--- src/rtl/mem_wb_buff.sv ---
// Two-entry elastic receive buffer between EX/MEM and MEM/WB.
// Head/skid registers give one cycle of stall absorption with no ready path from out_ready to in_ready.
module mem_wb_buff #(
  parameter int WIDTH = 16,
  parameter int CNTW  = 8
) (
  input  logic             clk,
  input  logic             rst,
  input  logic [WIDTH-1:0] data_in_bus,
  input  logic             in_valid,
  output logic             in_ready,
  input  logic             flush,
  output logic [WIDTH-1:0] data_out_bus,
  output logic             out_valid,
  input  logic             out_ready,
  output logic [1:0]       count,
  output logic [CNTW-1:0]  xfer_cnt
);

  localparam logic [1:0] ST_EMPTY = 2'd0;
  localparam logic [1:0] ST_ONE   = 2'd1;
  localparam logic [1:0] ST_FULL  = 2'd2;

  logic [WIDTH-1:0] head_r;
  logic [WIDTH-1:0] skid_r;
  logic [1:0]       count_r;
  logic [CNTW-1:0]  xfer_r;

  logic [WIDTH-1:0] head_nxt_s;
  logic [WIDTH-1:0] skid_nxt_s;
  logic [1:0]       count_nxt_s;
  logic [CNTW-1:0]  xfer_nxt_s;
  logic             in_ready_s;
  logic             out_valid_s;
  logic             push_s;
  logic             pop_s;

  // State register: occupancy, storage and delivered-word counter
  always_ff @(posedge clk or negedge rst) begin
    if (!rst) begin
      head_r  <= {WIDTH{1'b0}};
      skid_r  <= {WIDTH{1'b0}};
      count_r <= ST_EMPTY;
      xfer_r  <= {CNTW{1'b0}};
    end else begin
      head_r  <= head_nxt_s;
      skid_r  <= skid_nxt_s;
      count_r <= count_nxt_s;
      xfer_r  <= xfer_nxt_s;
    end
  end

  // Next-state logic; flush only clears occupancy, the counter keeps running
  always_comb begin
    head_nxt_s  = head_r;
    skid_nxt_s  = skid_r;
    count_nxt_s = count_r;
    if (pop_s) begin
      xfer_nxt_s = xfer_r + {{(CNTW-1){1'b0}}, 1'b1};
    end else begin
      xfer_nxt_s = xfer_r;
    end
    if (flush) begin
      count_nxt_s = ST_EMPTY;
    end else begin
      case (count_r)
        ST_EMPTY: begin
          if (push_s) begin
            head_nxt_s  = data_in_bus;
            count_nxt_s = ST_ONE;
          end else begin
            count_nxt_s = ST_EMPTY;
          end
        end
        ST_ONE: begin
          if (push_s && pop_s) begin
            head_nxt_s = data_in_bus;
          end else if (push_s) begin
            skid_nxt_s  = data_in_bus;
            count_nxt_s = ST_FULL;
          end else if (pop_s) begin
            count_nxt_s = ST_EMPTY;
          end else begin
            count_nxt_s = ST_ONE;
          end
        end
        ST_FULL: begin
          if (pop_s) begin
            head_nxt_s  = skid_r;
            count_nxt_s = ST_ONE;
          end else begin
            count_nxt_s = ST_FULL;
          end
        end
        default: begin
          count_nxt_s = ST_EMPTY;
        end
      endcase
    end
  end

  // Handshake outputs: gated by flush and reset, never by out_ready
  always_comb begin
    if (rst && (count_r != ST_FULL) && !flush) begin
      in_ready_s = 1'b1;
    end else begin
      in_ready_s = 1'b0;
    end
    if ((count_r != ST_EMPTY) && !flush) begin
      out_valid_s = 1'b1;
    end else begin
      out_valid_s = 1'b0;
    end
    push_s = in_valid && in_ready_s;
    pop_s  = out_valid_s && out_ready;
  end

  assign in_ready     = in_ready_s;
  assign out_valid    = out_valid_s;
  assign data_out_bus = head_r;
  assign count        = count_r;
  assign xfer_cnt     = xfer_r;

endmodule

--- config.mk ---
export PLATFORM = sky130hd
export DESIGN_NAME = mem_wb_buff
export DESIGN_NICKNAME = d
export VERILOG_FILES = /design/src/rtl/mem_wb_buff.sv
export SDC_FILE = /design/constraint.sdc
export NUM_CORES = 1
export LEC_CHECK = 0
export BUFFER_PORTS_ARGS = -buffer_cell sky130_fd_sc_hd__clkbuf_2
export CAP_MARGIN = 20
export CORE_UTILIZATION = 45
export CTS_CLUSTER_DIAMETER = 200
export DETAILED_ROUTE_END_ITERATION = 8
export PLACE_DENSITY = 0.72
export SLEW_MARGIN = 15
export SYNTH_ARGS = -nofsm -noshare
export SYNTH_HDL_FRONTEND = slang
export SYNTH_SLANG_ARGS = --single-unit
--- constraint.sdc ---
create_clock -name clk -period 1.4 [get_ports clk]
set_input_delay 0.21 -clock clk [delete_from_list [all_inputs] [get_ports clk]]
set_output_delay 0.21 -clock clk [all_outputs]
set_load 0.02 [all_outputs]
==> results of run 1 <==
synth_stat cells, types with 2 or more instances:
master	n
and2_1	2
and3_1	2
buf_2	3
buf_6	2
dfrtp_1	42
inv_1	3
mux2_2	8
mux2_4	9
mux2i_1	17
nand2_1	20
nand3_1	2
nand4_1	2
o21ai_0	15
o21ai_1	2
xnor2_1	6
stage by stage:
step / setup slack [ps] / hold slack (ps) / cells / TNS (ps) / total power (W)
3_3_place_gp: -407.1 / 324.5 / 251 / -8834 / 0.002343
2_1_floorplan: -129.0 / -85.59 / 150 / -1251 / 0.002081
3_5_place_dp: -563.5 / 338.1 / 251 / -11660 / 0.002393
4_1_cts: -135.6 / 24.40 / 261 / -3264 / 0.003175
6_report: -124.4 / 7.534 / 264 / -1947 / 0.003175
5_1_grt: -154.1 / 49.32 / 264 / -3357 / 0.003321
logic make-up (layout without fill, tap and decap cells):
family	count (synthesis)	after routing	share of synthesized area [%]
flops	42	42	55.63
simple gates	35	35	10.13
mux	34	34	20.93
fa+ha+maj	1	1	0.6621
compound gates	21	22	6.358
xor+xnor	7	7	3.245
buf+inv	10	73	3.046
flip-flops by register name, summed over array words and instances (netlist names):
| name | flops |
|---|---|
| xfer_cnt | 8 |
| count | 2 |
| data_out_bus | 16 |
| skid_r | 16 |
per-layer routing:
| layer | track usage (%) | up-vias | part of all wire, % |
|---|---|---|---|
| li1 | - | 646 | - |
| met1 | 24.31 | 659 | 42 |
| met2 | 32.20 | 38 | 51 |
| met3 | 5.993 | 8 | 4.3 |
| met4 | 7.979 | 0 | 1.9 |
| met5 | 0 | - | 0 |
layout by cell type, fill, tap and decap left out, drive strengths merged, types with 3 or more instances in the layout:
cell / n
buf: 15
nand3: 3
mux2i: 17
nand2: 20
o21ai: 17
dfrtp: 42
mux2: 17
xnor2: 6
clkbuf: 53
inv: 3
worst paths after layout:
kind	startpoint	endpoint	cells past startpoint
setup / recovery	count[1]	skid_r[10]	5
hold / removal	rst	skid_r[2]	2
setup reg to reg	count[1]	skid_r[10]	5
hold reg to reg	xfer_cnt[7]	xfer_cnt[7]	1
max in group asynchronous	rst	count[0]	2
min in group clk	data_in_bus[2]	skid_r[2]	2
area by class of cell:
cell class                 count  area (um2)
clock inverter                 2       13.76
timing repair buffer          62       414.1
inverter                       3       16.27
clock buffer                   6       72.57
tap                           50       62.56
sequential                    42        1054
fill                         311        1559
multi-input combinational     99       837.1
power by group through the flow:
stage	Combinational, W	Clock (W)	Sequential [W]
floorplan	0.000310	0	0.00177
global placement	0.000733	0	0.00161
detailed placement	0.000767	0	0.00163
CTS	0.000783	0.000786	0.00161
global route	0.000862	0.000824	0.00164
finish	0.000796	0.000771	0.00161
what timing repair did:
action / 4_1_cts / 5_1_grt
setup endpoints to repair: 35 / 36
buffers inserted: 1 / 3
pin swaps: 2 / 3
gates resized for setup: 10 / 10
gates cloned: 1 / 0
==> results.md, run 1 <==
- Status: finished, violations left
- Violated checks: setup timing
- GRT overflow: 0
- Distinct cells, synth: 30
- #FFs+latches synth: between 40 and 50
- Post-CTS Hold Buffers: 0
- Min Tclk post-route: around 1500 ps
- Synth top area share: between 50% and 60%
- Fraction of layout cells with a size suffix above 1: a little under half
- Period utilization: 108.9%
- Switching share of power: around 32%
- RSZ-0062 raised after global routing: yes
- Critical path required time: 1580 ps
- Mapped Area: ~1900 um2
- Initial Util: 46.89%
- Seq/Total Area, Yosys: between 50% and 60%
- Drt first pass iters: 4
- Placer congestion estimate: just under 0.8
- LEAKAGE: approximately 1.2 nW
- WL final: roughly 4100 um
- Hpwl dp: between 2000 and 3000 um
- Critical path type: reg2reg
- Gate Count Post-Synth: 150
- Fmax: around 0.66 GHz
- Post-synth top area cell: dfrtp_1
- WL per Instance: about 15 um
- Largest net degree at the start of global routing: 45
- CTS tree: yes
- Ys Warns: 0
- Slowest CP cell: dfrtp_2
- Crit path launch type: flip-flop
- DRC violations left: 0
- Maxcap violations: 0
- Initial antenna violation count: 0
- Final clock skew: a little under 10 ps
- Syn nets: 172
- TritonCTS Buffers: 5
- Largest delay share family, worst path: flip-flops
- Clk sinks: between 40 and 50
- Cell area after placement: between 2000 and 2500 um2
- Number of diodes: 0
- DR vias/cell: around 5.1
- Fin util: between 60% and 70%
- Final instance area: 2470 um2
- Area Growth Syn to Fin: 30.73%
- Flop pwr share: about half
- Asr flop ratio synth: 100.0%
- Finish-stage setup viols: 28
- Clk Latency, worst-skew pair: just under 300 ps
- Core box area: around 4000 um2
- Deepest clock path buffer count: 2
- I/O pins: 49
- Total track usage: between 10% and 20%
- Crit end category: flip-flop
- Clock power frac: about a quarter
- Crit-path max cell delay: around 430 ps
- Hold violation total from the final report: 0
- Post-synth EDFFs: 0
- Slew HR: approximately 64%
- Vias: ~1.4k
- Chip height: roughly 67 um
- Synthesized area per cell: 12.60 um2
- Final setup margin: -124.4 ps
- Die W: approximately 67 um
- Standard-cell rows: 23
- Clock root buffer: clkbuf_8
- Cell internal pwr: about 0.0022 W
- Total die area: 4462 um2
- Switching pwr: approximately 0.0010 W
- Worst Tran Pin Value: about 540 ps
- Crit-path cells: and4bb_4 -> buf_6 -> nand3_4 -> buf_12 -> mux2_4
- Synth area leaders: dfrtp_1 56%, mux2i_1 9.0%, mux2_4 7.2%
- Nets@finish: between 200 and 250
- Combinational Power Share: 25.1%
- Max Slew Vio Count: 0
- Worst VDD drop: a little under 700 uV
- First-pass GRT wire length: about 6400 um
- Worst R2R Setup Slack: -120 ps
- Port Buffers: between 40 and 50
- CP arrival: 1710 ps
- Vias in the first global route: around 1.4k
- Initial drt markers: 62
- CTS H-tree depth: 2
- Clk pin slew, worst setup/hold paths: around 80 ps
- Hold WC Path Type: in2async
- CP max FO: 17
- Detail Route Antenna Nets: 0
- PwrDens: between 1000 and 1500 nW/um2
- Post-synth top flop: dfrtp_1
- CP Buf/Inv Count: 2
Power figures use the tool's default switching activity.
==> run 2: changes to the inputs <==
ABC_AREA = 1   (was unset)
==> run 2 against run 1 <==
The run ends with hold timing, setup timing left. Maximum frequency up 7.3%. Utilization grew 5.0 points. Clock power grew 6.1%. Global-route usage down 1.1 points. Routed wire length rose by 19%. Sequential cell count did not move. Critical path depth increased by 4. Die area is 6.4% higher. Cell count up 38%. Register-to-register slack improved by 100 ps. Area after synthesis increased by 6.6%. Worst hold slack lost 17 ps. Largest cell class unchanged.
==> results.md, run 2 <==
- Chip height: 68.91 um (was 66.80 um)
- WL final: 4833 um (was 4061 um)
- Deepest clock path buffer count: 2 (unchanged)
- WL per Instance: 13.31 um (was 15.38 um)
- DR vias/cell: 4.967 (was 5.117)
- Synthesized area per cell: 8.256 um2 (was 12.60 um2)
- CP Buf/Inv Count: 4 (was 2)
- Seq/Total Area, Yosys: 52.17% (was 55.63%)
- CP arrival: 1610 ps (was 1710 ps)
- Fraction of layout cells with a size suffix above 1: 37.06% (was 45.79%)
- Final setup margin: -20.58 ps (was -124.4 ps)
- Synth top cells by count: 81 x nand2_1, 42 x dfrtp_1, 28 x o21ai_0, 21 x inv_1, 19 x nand3_1 (was 42 x dfrtp_1, 20 x nand2_1, 17 x mux2i_1, 15 x o21ai_0, 9 x mux2_4)
- PwrDens: 1324 nW/um2 (was 1285 nW/um2)
- Critical path required time: 1590 ps (was 1580 ps)
- Worst R2R Setup Slack: -20 ps (was -120 ps)
- Drt first pass iters: 4 (unchanged)
- Mapped Area: 2014 um2 (was 1889 um2)
- Clk sinks: 42 (unchanged)
- Post-synth top area cell: dfrtp_1 (unchanged)
- Detail Route Antenna Nets: 0 (unchanged)
- Cell internal pwr: 0.002320 W (was 0.002152 W)
- Worst hold margin: -9.314 ps (was 7.534 ps)
- Hold WC Path Type: in2async (unchanged)
- Post-synth EDFFs: 0 (unchanged)
- LEAKAGE: 1.466 nW (was 1.216 nW)
- Most frequent cells in the layout: 71 x nand2_1, 48 x clkbuf_2, 40 x dfrtp_1 (was 46 x clkbuf_2, 40 x dfrtp_1, 20 x nand2_1)
- Number of diodes: 0 (unchanged)
- GRT overflow: 0 (unchanged)
- Slowest CP cell: dfrtp_2 (unchanged)
- Fmax: 0.7039 GHz (was 0.6560 GHz)
- FF-to-FF Start: count[0] (was count[1])
- Flop pwr share: 47.2% (was 50.7%)
- Gate Count Post-Synth: 244 (was 150)
- Area Growth Syn to Fin: 36.40% (was 30.73%)
- Max Slew Vio Count: 0 (unchanged)
- Hpwl dp: 2955 um (was 2673 um)
- Placer congestion estimate: 0.8321 (was 0.7713)
- Ys Warns: 0 (unchanged)
- Clk pin slew, worst setup/hold paths: 80 ps (about the same)
- Crit-path max cell delay: 420 ps (was 430 ps)
- Clock power frac: 22.5% (was 24.3%)
- Synth area leaders: dfrtp_1 52%, nand2_1 15%, o21ai_0 7.0% (was dfrtp_1 56%, mux2i_1 9.0%, mux2_4 7.2%)
- Vias in the first global route: 1342 (was 1389)
- Nets@finish: 334 (was 235)
- Final clock skew: 4.455 ps (was 9.601 ps)
- Switching pwr: 0.001319 W (was 0.001023 W)
- First-pass GRT wire length: 6341 um (was 6410 um)
- Largest delay share family, worst path: buffers and inverters (was flip-flops)
- Port Buffers: 48 (unchanged)
- Largest net degree at the start of global routing: 43 (was 45)
- Setup crit start: count[0] (was count[1])
- TritonCTS Buffers: 5 (unchanged)
- Status: finished, violations left (unchanged)
- Maxcap violations: 0 (unchanged)
- Distinct cells, synth: 27 (was 30)
- Most common cell after layout, fill and taps aside: nand2_1 (was clkbuf_2)
- #FFs+latches synth: 42 (unchanged)
- Crit-path cells: inv_4 -> nand2_4 -> nand3_4 -> inv_2 -> nand4_1 -> buf_6 -> clkbuf_16 -> nand2_2 -> o21ai_2 (was and4bb_4 -> buf_6 -> nand3_4 -> buf_12 -> mux2_4)
- CP max FO: 8 (was 17)
- Initial antenna violation count: 0 (unchanged)
- Total track usage: 18.65% (was 19.78%)
- Worst Reg-to-Reg Cells: 9 (was 5)
- Clk Latency, worst-skew pair: 290 ps (about the same)
- Period utilization: 101.5% (was 108.9%)
- DRC violations left: 0 (unchanged)
- I/O pins: 49 (unchanged)
- Clock root buffer: clkbuf_8 (unchanged)
- Initial Util: 48.61% (was 46.89%)
- CTS H-tree depth: 2 (unchanged)
- Post-synth top flop: dfrtp_1 (unchanged)
- Vias: 1803 (was 1351)
- Critical path type: reg2reg (unchanged)
- Slew HR: 65.42% (was 63.74%)
- Top-count cell post-synth: nand2_1 (was dfrtp_1)
- Worst Tran Pin Value: 518.7 ps (was 544.0 ps)
- Die W: 68.91 um (was 66.80 um)
- Hold violation total from the final report: 6 (was 0)
- Combinational Power Share: 30.3% (was 25.1%)
- Total die area: 4748 um2 (was 4462 um2)
- Syn nets: 266 (was 172)
- Filler cell count: 337 (was 311)
- Power, Total: 0.003638 W (was 0.003175 W)
- Crit end category: flip-flop (unchanged)
- Initial drt markers: 139 (was 62)
- Crit path launch type: flip-flop (unchanged)
- Min Tclk post-route: 1421 ps (was 1524 ps)
- CTS tree: yes (unchanged)
- Asr flop ratio synth: 100.0% (unchanged)
- RSZ-0062 raised after global routing: yes (unchanged)
- Worst VDD drop: 742.9 uV (was 690.1 uV)
- Synth top area share: 52.17% (was 55.63%)
- Standard-cell rows: 23 (unchanged)
- Finish-stage setup viols: 9 (was 28)
- Switching share of power: 36.25% (was 32.23%)
- Fin util: 66.30% (was 61.30%)
- Reg2reg end: skid_r[6] (was skid_r[10])
- Violated checks: hold timing, setup timing (was setup timing)
- Worst setup path endpoint: skid_r[6] (was skid_r[10])
- Crit path depth: 9 (was 5)
- Core box area: 4144 um2 (was 4029 um2)
-- run 2: cell types whose count changed after synthesis, sizes merged, moves of 16 or more --
| cell | before | now |
|---|---|---|
| nand2 | 20 | 87 |
| inv | 3 | 28 |
| mux2 | 17 | 0 |
| o21ai | 17 | 33 |
| mux2i | 17 | 0 |
| nand3 | 3 | 21 |
-- run 2: layer usage --
metal	vias to the layer above	wire length (um)	GRT usage, %	share of wire (%)
met5	-	0	0	0
li1	909	-	-	-
met3	8	216	5.428	4.5
met4	0	68	6.122	1.4
met2	50	2204	25.85	46
met1	836	2344	27.49	48
-- run 2: kinds of logic after synthesis --
| logic type | after synthesis | share of synthesized area (%) |
|---|---|---|
| adders and majority gates | 1 | 0.6210 |
| buffers and inverters | 37 | 7.889 |
| and+or+nand+nor | 121 | 27.39 |
| xor gates and xnor gates | 5 | 2.174 |
| DFF | 42 | 52.17 |
| AOI/OAI and AO/OA | 38 | 9.752 |
-- run 2: what timing repair did --
item | in CTS | in global routing
pin swaps | 0 | 7
gates resized for setup | 1 | 40
cloned | 0 | 5
endpoints found under the setup margin | 16 | 35
setup buffers | 0 | 9
hold buffers | 0 | 0
-- run 2: worst min-delay path by stage --
stage / start / to / cells after the start
floorplan: rst / count[0] / 0
global placement: rst / xfer_cnt[4] / 2
detailed placement: rst / xfer_cnt[4] / 2
CTS: rst / xfer_cnt[0] / 2
global route: rst / xfer_cnt[0] / 2
finish: rst / xfer_cnt[0] / 2
-- run 2: stage by stage --
stage          setup WS [ps]  hold WS (ps)  std cells  cell area (um2)  TNS [ps]
6_report              -20.58        -9.314        363             2748    -78.70
5_1_grt               -80.78         44.49        363             2748     -1845
4_1_cts                1.258         20.32        349             2470         0
3_5_place_dp          -18.17         339.1        341             2366    -158.4
3_3_place_gp           29.05         337.1        341             2366         0
2_1_floorplan         -15.82        -85.59        244             2019    -158.2
-- run 2: power groups by stage --
stage | Clock, W | Sequential [W] | Combinational [W]
after floorplan | 0 | 0.00197 | 0.000382
after global placement | 0 | 0.00172 | 0.000984
after detailed placement | 0 | 0.00173 | 0.00102
after CTS | 0.000833 | 0.00170 | 0.00102
after global routing | 0.000903 | 0.00175 | 0.00121
final | 0.000818 | 0.00172 | 0.00110
-- run 2: final cells by class --
type | count | area [um2] | area share, %
Sequential cell | 42 | 1054 | 38.34
Multi-Input combinational cell | 166 | 929.6 | 33.83
Timing Repair Buffer | 69 | 499.2 | 18.17
Clock buffer | 6 | 82.58 | 3.005
Clock inverter | 2 | 12.51 | 0.4554
Inverter | 28 | 107.6 | 3.916
Tap cell | 50 | 62.56 | 2.277
-- run 2: worst register-to-register path, stage by stage, from the launching register on --
cell and delay, ps:
dfrtp_2 420, inv_4 70, nand2_4 100, nand3_4 100, inv_2 90, nand4_1 90, buf_6 160, clkbuf_16 160
nand2_2 70, o21ai_2 60
==> run 3: changes to the inputs <==
RECOVER_POWER = 100   (was unset)
==> run 3 against run 2 <==
The run ends with setup timing left. Setup slack worse by 5.5 ps. Cell count stayed put. Maximum frequency is 0.39% lower. Utilization is 0.66 points lower. Register-to-register slack hardly changed. Global-route usage stayed put. Sequential cell count stayed put. Total power is 1.3% lower. Highest routed layer unchanged.
==> results.md, run 3 (synthesis results as in run 2) <==
- CTS H-tree depth: 2 (unchanged)
- Clk sinks: 42 (unchanged)
- Maxcap violations: 0 (unchanged)
- Final clock skew: 4.349 ps (was 4.455 ps)
- Core box area: 4144 um2 (unchanged)
- CP arrival: 1610 ps (about the same)
- WL per Instance: 13.47 um (was 13.31 um)
- Setup_tns: -93.49 ps (was -78.70 ps)
- Vias in the first global route: 1342 (unchanged)
- Post-CTS Hold Buffers: 0 (unchanged)
- Status: finished, violations left (unchanged)
- Largest net degree at the start of global routing: 43 (unchanged)
- CP max FO: 8 (unchanged)
- Nets@finish: 334 (unchanged)
- Hpwl dp: 2955 um (unchanged)
- Detail Route Antenna Nets: 0 (unchanged)
- Critical path type: reg2reg (unchanged)
- Crit-path max cell delay: 430 ps (was 420 ps)
- TritonCTS Buffers: 5 (unchanged)
- Fmax: 0.7012 GHz (was 0.7039 GHz)
- Initial antenna violation count: 0 (unchanged)
- CTS tree: yes (unchanged)
- PwrDens: 1320 nW/um2 (was 1324 nW/um2)
- Min Tclk post-route: 1426 ps (was 1421 ps)
- Clk pin slew, worst setup/hold paths: 80 ps (about the same)
- WL final: 4889 um (was 4833 um)
- Hold WC Path Type: in2reg (was in2async)
- GRT overflow: 0 (unchanged)
- DR vias/cell: 4.961 (was 4.967)
- Worst VDD drop: 742.6 uV (was 742.9 uV)
- Standard-cell rows: 23 (unchanged)
- Port Buffers: 48 (unchanged)
- Clock root buffer: clkbuf_8 (unchanged)
- Most frequent cells in the layout: 71 x nand2_1, 40 x dfrtp_1, 29 x clkbuf_2 (was 71 x nand2_1, 48 x clkbuf_2, 40 x dfrtp_1)
- Placer congestion estimate: 0.8321 (unchanged)
- Cell area after placement: 2366 um2 (unchanged)
- Deepest clock path buffer count: 2 (unchanged)
- Finish-stage setup viols: 10 (was 9)
- Slowest CP cell: dfrtp_2 (unchanged)
- Fraction of layout cells with a size suffix above 1: 30.67% (was 37.06%)
- Max Slew Vio Count: 0 (unchanged)
- Crit-path cells: inv_4 -> nand2_4 -> nand3_4 -> inv_2 -> nand4_1 -> buf_6 -> clkbuf_16 -> nand2_2 -> o21ai_2 (unchanged)
- Clk Latency, worst-skew pair: 290 ps (about the same)
- Area Growth Syn to Fin: 35.03% (was 36.40%)
- Most common cell after layout, fill and taps aside: nand2_1 (unchanged)
- Final setup margin: -26.09 ps (was -20.58 ps)
- Total die area: 4748 um2 (unchanged)
- First-pass GRT wire length: 6341 um (unchanged)
- Die W: 68.91 um (unchanged)
- Drt first pass iters: 4 (unchanged)
- Critical path required time: 1590 ps (about the same)
- RSZ-0062 raised after global routing: yes (unchanged)
- Number of diodes: 0 (unchanged)
- Total track usage: 18.65% (unchanged)
- LEAKAGE: 1.403 nW (was 1.466 nW)
- Final instance area: 2720 um2 (was 2748 um2)
- Slew HR: 32.87% (was 65.42%)
- Worst R2R Setup Slack: -30 ps (was -20 ps)
- Period utilization: 101.9% (was 101.5%)
- Chip height: 68.91 um (unchanged)
- Worst Tran Pin Value: 1007 ps (was 518.7 ps)
- Crit end category: flip-flop (unchanged)
- Initial Util: 48.61% (unchanged)
- DRC violations left: 0 (unchanged)
- Violated checks: setup timing (was hold timing, setup timing)
- I/O pins: 49 (unchanged)
- Crit path launch type: flip-flop (unchanged)
- Vias: 1801 (was 1803)
- Initial drt markers: 153 (was 139)
- Hold violation total from the final report: 0 (was 6)
-- run 3: cell count changes in the layout (fill, tap and decap cells not counted), sizes merged --
cell,before,now
clkbuf,57,58
buf,18,17
-- run 3: metrics by stage --
stage,power (W),utilization (%),worst slack (ps),std cells,hold WS [ps]
2_1_floorplan,0.002351,-,-15.82,244,-85.59
3_3_place_gp,0.002708,57.10,29.05,341,337.1
3_5_place_dp,0.002742,57.10,-18.17,341,339.1
4_1_cts,0.003558,59.60,1.258,349,20.32
5_1_grt,0.003823,65.64,-80.78,363,143.5
6_report,0.003591,65.64,-26.09,363,135.3
-- run 3: repair_timing --
| item | CTS | global route |
|---|---|---|
| cloned | 0 | 5 |
| setup buffers | 0 | 9 |
| resized for setup | 1 | 40 |
| pin swaps | 0 | 7 |
| setup endpoints to repair | 16 | 35 |
-- run 3: final timing paths --
kind | from | endpoint | cells past startpoint
setup / recovery | count[0] | skid_r[6] | 9
hold / removal | data_in_bus[7] | skid_r[7] | 3
setup reg to reg | count[0] | skid_r[6] | 9
hold reg to reg | data_out_bus[8] | data_out_bus[8] | 2
max in group asynchronous | rst | count[1] | 2
min in group asynchronous | rst | xfer_cnt[0] | 2
-- run 3: worst max-delay path: cells and delay by family (launching register included) --
family	cells	cell delay, ps
AO/OA/AOI/OAI	1	60
AND/OR/NAND/NOR	4	360
buffers and inverters	4	470
flip-flops	1	430
-- run 3: cell type report --
cell class | instances | area [um2]
inverters | 28 | 107.6
clock inverters | 2 | 12.51
repair buffers | 69 | 471.7
fillers | 350 | 1424
flip-flops and latches | 42 | 1054
well taps | 50 | 62.56
multi-input cells | 166 | 929.6
clock buffers | 6 | 82.58
-- run 3: layer usage --
layer  GRT usage (%)  vias up  part of all wire, %  wire length [um]
met3           5.428        6                  4.1               200
met2           25.85       48                   46              2272
li1                -      907                    -                 -
met1           27.49      840                   48              2362
met4           6.122        0                  1.1                55
met5               0        -                    0                 0
-- run 3: where the power goes --
group	switching, W	internal, W
Sequential	0.000202	0.00151
Clock	0.000422	0.000396
Combinational	0.000696	0.000362
